===== src/rtl/gpio_config_loader.sv =====
// Per-pad GPIO configuration register: captures tie-cell defaults after reset and
// forms one link of the serial housekeeping chain. Optional readback via GPIO_CFG_READBACK_EN.
module gpio_config_loader #(
  parameter int WIDTH = 10,
  parameter int CNT_W = 4
) (
  input  logic             clk,
  input  logic             resetn,
  input  logic [WIDTH-1:0] gpio_defaults,
  input  logic             defaults_reload,
  input  logic             serial_shift_en,
  input  logic             serial_data_in,
`ifdef GPIO_CFG_READBACK_EN
  input  logic             serial_capture,
`endif
  input  logic             serial_load,
  output logic             serial_data_out,
  output logic [WIDTH-1:0] cfg,
  output logic             cfg_valid,
  output logic             load_err
);

  typedef enum logic [1:0] {
    INIT  = 2'd0,
    DEFLT = 2'd1,
    RUN   = 2'd2
  } state_t;

  localparam logic [WIDTH-1:0] CFG_RESET = WIDTH'(2);
  localparam logic [CNT_W-1:0] CNT_MAX   = '1;
  localparam logic [CNT_W-1:0] CNT_FULL  = CNT_W'(WIDTH);

  state_t           state;
  logic [WIDTH-1:0] shreg;
  logic [CNT_W-1:0] bit_cnt;
  logic             load_take;
  logic             capture_hit;

  // A reload wins over a simultaneous load, which is then dropped entirely.
  assign load_take = serial_load && !defaults_reload;

`ifdef GPIO_CFG_READBACK_EN
  assign capture_hit = serial_capture && !load_take;
`else
  assign capture_hit = 1'b0;
`endif

  assign serial_data_out = shreg[WIDTH-1];

  always_ff @(posedge clk or negedge resetn) begin
    if (!resetn) begin
      state     <= INIT;
      cfg       <= CFG_RESET;
      shreg     <= '0;
      bit_cnt   <= '0;
      cfg_valid <= 1'b0;
      load_err  <= 1'b0;
    end else begin
      case (state)
        INIT: state <= DEFLT;
        DEFLT: begin
          cfg       <= gpio_defaults;
          cfg_valid <= 1'b1;
          state     <= RUN;
        end
        RUN: begin
          if (capture_hit) begin
            shreg <= cfg;
          end else if (serial_shift_en) begin
            shreg <= {shreg[WIDTH-2:0], serial_data_in};
          end

          // Load always sees the shift register as it was before this edge.
          if (defaults_reload) begin
            cfg <= gpio_defaults;
          end else if (serial_load) begin
            if (bit_cnt >= CNT_FULL) begin
              cfg <= shreg;
            end else begin
              load_err <= 1'b1;
            end
          end

          if (load_take) begin
            bit_cnt <= serial_shift_en ? CNT_W'(1) : '0;
          end else if (capture_hit) begin
            bit_cnt <= '0;
          end else if (serial_shift_en && (bit_cnt != CNT_MAX)) begin
            bit_cnt <= bit_cnt + CNT_W'(1);
          end
        end
        default: state <= INIT;
      endcase
    end
  end

endmodule


===== config.mk =====
export PLATFORM = sky130hd
export DESIGN_NAME = gpio_config_loader
export DESIGN_NICKNAME = d
export VERILOG_FILES = /design/src/rtl/gpio_config_loader.sv
export SDC_FILE = /design/constraint.sdc
export NUM_CORES = 1
export LEC_CHECK = 0
export BUFFER_PORTS_ARGS = -buffer_cell sky130_fd_sc_hd__buf_2
export CORE_AREA = 2 2 54 56
export CTS_CLUSTER_DIAMETER = 40
export DETAILED_ROUTE_END_ITERATION = 16
export DIE_AREA = 0 0 56 58
export PLACE_DENSITY_LB_ADDON = 0.15
export SYNTH_ARGS = -nofsm -noshare
export SYNTH_HDL_FRONTEND = slang
export SYNTH_SLANG_ARGS = --single-unit

===== constraint.sdc =====
create_clock -name clk -period 2.1 [get_ports clk]
set_clock_uncertainty 0.2 [all_clocks]
set_input_delay 0.21 -clock clk [delete_from_list [all_inputs] [get_ports clk]]
set_output_delay 0.21 -clock clk [all_outputs]
set_load 0.01 [all_outputs]

# Word level (Yosys, flattened, before mapping)
# Cells that the tools add are included.
word_totals:
  regBits: 28
  latch_bits: 0
  mem_bits_rw: 0
  rom_bits: 0
  in_bits: 16
  output_inout_bits: 13
  word_cells: 33
  memories: 0
op_classes:
  n_addsub: 1
  n_mul: 0
  div: 0
  magnitude_cmp: 1
  eq_ne: 5
  shifts: 0
  mux: 8
  bitwise: 2
  n_reduce_logical: 10
ops:
  columns: ["operator", "n"]
  rows:
  - ["two-way mux 10 bit", 3]
  - ["case mux 10 bit (2 select lines)", 1]
  - ["two-way mux 4 bit", 2]
  - ["!= test 3 bit (second input constant)", 2]
  - ["case mux 2 bit (3 select lines)", 1]
  - ["adder 4 x 1 -> 4 bit (second input constant)", 1]
  - ["greater-or-equal comparator 4 bit (second input constant)", 1]
  - ["!= test 4 bit (second input constant)", 1]
  - ["AND reduction 2 bit", 2]
  - ["AND reduction 4 bit", 1]
  - ["nonzero test 2 bit", 2]
  - ["AND reduction 3 bit", 1]
  - ["equality test 2 x 1 -> 1 bit (second input constant)", 1]
  - ["equality test 2 bit (second input constant)", 1]
  - ["logical AND 1 bit", 2]
  - ["zero test 2 bit", 1]
  - ["NOT 1 bit", 2]
  - ["zero test 1 bit", 1]
  - ["two-way mux 1 bit", 1]

# Depth between registers and ports, before layout
depth:
  ltp_word: 5
  ltp_mapped: 5
  depth_no_buf: 5

# Least setup slack after synthesis
# Ideal clock, no wire load.
synth_timing:
  path_type: "flip-flop to flip-flop"
  start: "reg bit_cnt[0]"
  end: "reg cfg[0]"
  setup_ps: 125
  arrival_time_ps: 1523
  required_time_ps: 1775
  slack_ps: 252
  stages_incl_launch_ff: 6
  n_path_buf: 0
  synth_period_minus_slack_ps: 1848
  path_cell_list: "dfrtp_1 > inv_1 > ha_1 > o31ai_1 > o311ai_4 > mux2_2"
synth_between:
  elab_chain_cells: 3
synth_lines:
  columns: ["item", "line_no", "source"]
  rows:
  - ["start, declared", "35", "logic [CNT_W-1:0] bit_cnt;"]
  - ["start signal, assigned", "85", "bit_cnt <= serial_shift_en ? CNT_W'(1) : '0;"]
  - ["start signal, assigned", "89", "bit_cnt <= bit_cnt + CNT_W'(1);"]
  - ["greater-or-equal comparator 4 bit", "77", "if (bit_cnt >= CNT_FULL) begin"]
  - ["!= test 3 bit (no source line)", null, null]
  - ["AND reduction 3 bit (no source line)", null, null]
  - ["end signal, assigned", "62", "cfg <= gpio_defaults;"]
  - ["end signal, assigned", "75", "cfg <= gpio_defaults;"]
  - ["end signal, assigned", "78", "cfg <= shreg;"]
  - ["end, declared", "18", "output logic [WIDTH-1:0] cfg,"]
# No other way between the ends.
# A chain may end at the register's enable or synchronous reset.

# Worst setup path in the final report
layout_timing:
  start: "reg bit_cnt[0]"
  end: "reg cfg[3]"
# The elaborated chain is that of the path after synthesis.

==> flow_summary.json <==
{
  "post_dp_cell_area_um2": 1530,
  "antenna_left": 0,
  "first_pass_iters": 3,
  "synthesis.nets": 114,
  "holdCritStartpoint": "serial_shift_en",
  "cts-root-buf": "clkbuf_4",
  "vias_per_cell": 5.48,
  "gp_congestion": 0.772,
  "r2r_slack_ns": 0.14,
  "min_to": "bit_cnt[2]",
  "tns_ns": 0,
  "slew_viol_final": 0,
  "first_iter_violations": 6,
  "netlist_area_um2": 1330,
  "p_leak_nw": 0.713,
  "synthAdderAreaFrac_pct": 1.89,
  "startpoint_type": "register",
  "timing.rr.start": "bit_cnt[0]",
  "clock_latency_ns": 0.33,
  "dp_hpwl_um": 1780,
  "crit_required_ns": 2.13,
  "cp_max_fo": 10,
  "antenna_found_initial": 0,
  "fin_crit_ns": 1.96,
  "period_share_pct": 93.4,
  "end_kind": "register",
  "nNetsFinal": 151,
  "max-cap-violations": 0,
  "synthMuxAreaShare_pct": 25.5,
  "setup_violations": 0,
  "htreeDepth": 1,
  "rows": 19,
  "netlist_instances": 96,
  "die_y_um": 58,
  "timing_worst_slew_pin_value_ns": 0.614,
  "synth_seq_cells": 28,
  "met1_usage_pct": 18.7,
  "grt_pass1_vias": 902,
  "routedWlPerCell_um": 14.9,
  "synth_top_family_by_area": "multiplexers",
  "yosys.cell_types.count": 28,
  "wl_um": 2430,
  "layout-drive-gt1-share_pct": 53.8,
  "cts_buffer_depth": 2,
  "grt_busiest_layer": "met2",
  "die_area_um2": 3250,
  "layout_setup_ws_ns": 0.138,
  "worstRegToRegCells": 6,
  "final_cell_area_um2": 1610,
  "ys_seq_area_share_pct": 52.9,
  "num_vias": 894,
  "grt_util_met2_pct": 29.2,
  "clock-sinks": 28,
  "cts_buffers": 3,
  "arrival_ns": 1.99,
  "max-vdd-ir-drop_v": 0.000529,
  "yosys_warnings": 0,
  "rsz0062_at_grt": "false",
  "worst-setup-path-type": "reg -> reg",
  "hp-class": "in -> reg",
  "hold_viol_final": 0,
  "io_pins": 29,
  "synth-compound-area-share_pct": 7.08,
  "relSlewSlack_pct": 58.5,
  "synth-simple-area-share_pct": 11.0,
  "fmax_mhz": 510,
  "outcome": "completed",
  "grt_pass1_wl_um": 4040,
  "powerDensity_nw_per_um2": 902,
  "grt_max_degree": 29,
  "use_met3_pct": 2.23,
  "grt_use_total_pct": 15.7,
  "clkTransAtPathRegs_ns": 0.15,
  "io_buffers": 28,
  "post-place-ws_ns": 0.0706,
  "r2r_end": "cfg[3]",
  "cts_tree": "done",
  "grt_overflow": 0,
  "synth-xor-area-share_pct": 0,
  "syn2layout_area_growth_pct": 21.2,
  "avgSynthCellArea_um2": 13.8,
  "final_util_pct": 60.4,
  "num_antenna_cells": 0,
  "hold_depth": 3,
  "core_area_um2": 2660,
  "initial_core_util_pct": 49.8,
  "hold_slack_ns": 0.0216,
  "drcViolationCount": 0,
  "die_x_um": 56
}
## cells in the mapped netlist
master | number | area share, %
mux2_2 | 30 | 25
dfrtp_1 | 27 | 51
o21ai_0 | 4 | 1.5
inv_1 | 3 | 0.85
nand2b_1 | 3 | 1.4
buf_2 | 2 | 0.75
ha_1 | 2 | 1.9
nand3_1 | 2 | 0.75
nand3b_1 | 2 | 1.1
nor2_1 | 2 | 0.57
nor3b_1 | 2 | 1.1
a211o_1 | 1 | 0.66
a21o_1 | 1 | 0.57
a21oi_1 | 1 | 0.38
a41oi_1 | 1 | 0.66
and3b_1 | 1 | 0.66
dfstp_2 | 1 | 2.0
nand2_1 | 1 | 0.28
nand2b_4 | 1 | 1.0
nand4b_1 | 1 | 0.66
nand4bb_1 | 1 | 0.85
nor2b_1 | 1 | 0.47
nor4bb_1 | 1 | 0.75
o311a_1 | 1 | 0.75
o311ai_4 | 1 | 2.0
o31ai_1 | 1 | 0.57
or4_1 | 1 | 0.57
or4b_1 | 1 | 0.75
## worst max-delay path, stage by stage (launching register included)
cell	delay [ns]
dfrtp_1	0.44
inv_1	0.07
ha_1	0.20
o31ai_2	0.35
o311ai_4	0.10
buf_4	0.20
mux2_2	0.29
## metrics by stage
| stage | cells | power [W] |
|---|---|---|
| 3_3_place_gp | 157 | 0.00109 |
| 2_1_floorplan | 96 | 0.000967 |
| 6_report | 163 | 0.00145 |
| 3_5_place_dp | 157 | 0.00111 |
| 4_1_cts | 163 | 0.00147 |
| 5_1_grt | 163 | 0.00153 |
## kinds of logic after synthesis
group           after synthesis
simple gates                 20
flops                        28
fa+ha+maj                     2
compound gates               11
buf+inv                       5
mux                          30
## layer usage
layer	up-vias	share of wire [%]
met5	-	0
met4	0	1.5
met3	4	3.6
met2	18	53
met1	446	42
li1	426	-
## worst max-delay path by stage
stage                     from     end  slack (ns)  cells after the start
floorplan           bit_cnt[0]  cfg[0]        0.25                      5
global placement    bit_cnt[0]  cfg[2]        0.14                      6
detailed placement  bit_cnt[0]  cfg[3]        0.07                      6
CTS                 bit_cnt[0]  cfg[3]        0.05                      6
global route        bit_cnt[0]  cfg[3]        0.09                      6
finish              bit_cnt[0]  cfg[3]        0.14                      6
## where the power goes
| part | switching [W] | total (W) | leakage [nW] | internal, W |
|---|---|---|---|---|
| Clock | 0.000160 | 0.000353 | 0.0279 | 0.000193 |
| Sequential | 0.0000877 | 0.000755 | 0.327 | 0.000667 |
| Combinational | 0.000140 | 0.000344 | 0.358 | 0.000203 |
## final cells by class
cell class | instances | area [um^2]
Inverter | 3 | 11.3
Clock buffer | 3 | 22.5
Multi-Input combinational cell | 63 | 613
Tap cell | 31 | 38.8
Clock inverter | 1 | 30.0
Timing Repair Buffer | 34 | 190
Fill cell | 238 | 1050
Sequential cell | 28 | 702
## layout by cell type, fill, tap and decap left out, drive strengths merged, types with 3 or more instances in the layout
cell,Yosys,final
mux2,30,30
buf,2,32
nand2b,4,4
o21ai,4,4
inv,3,3
dfrtp,27,27
clkbuf,0,3
## flip-flops by register name, indices dropped and copies added (netlist names)
| register | flops |
|---|---|
| cfg | 10 |
| shreg | 10 |
| bit_cnt | 4 |
| state | 2 |
| cfg_valid | 1 |
| load_err | 1 |
## repair_timing
action | CTS | global route
hold buffers | 2 | 0
endpoints found under the hold margin | 28 | 0
resized for setup | 0 | 1
endpoints found under the setup margin | 0 | 9
buffers inserted | 0 | 0
Power figures use the tool's default switching activity.
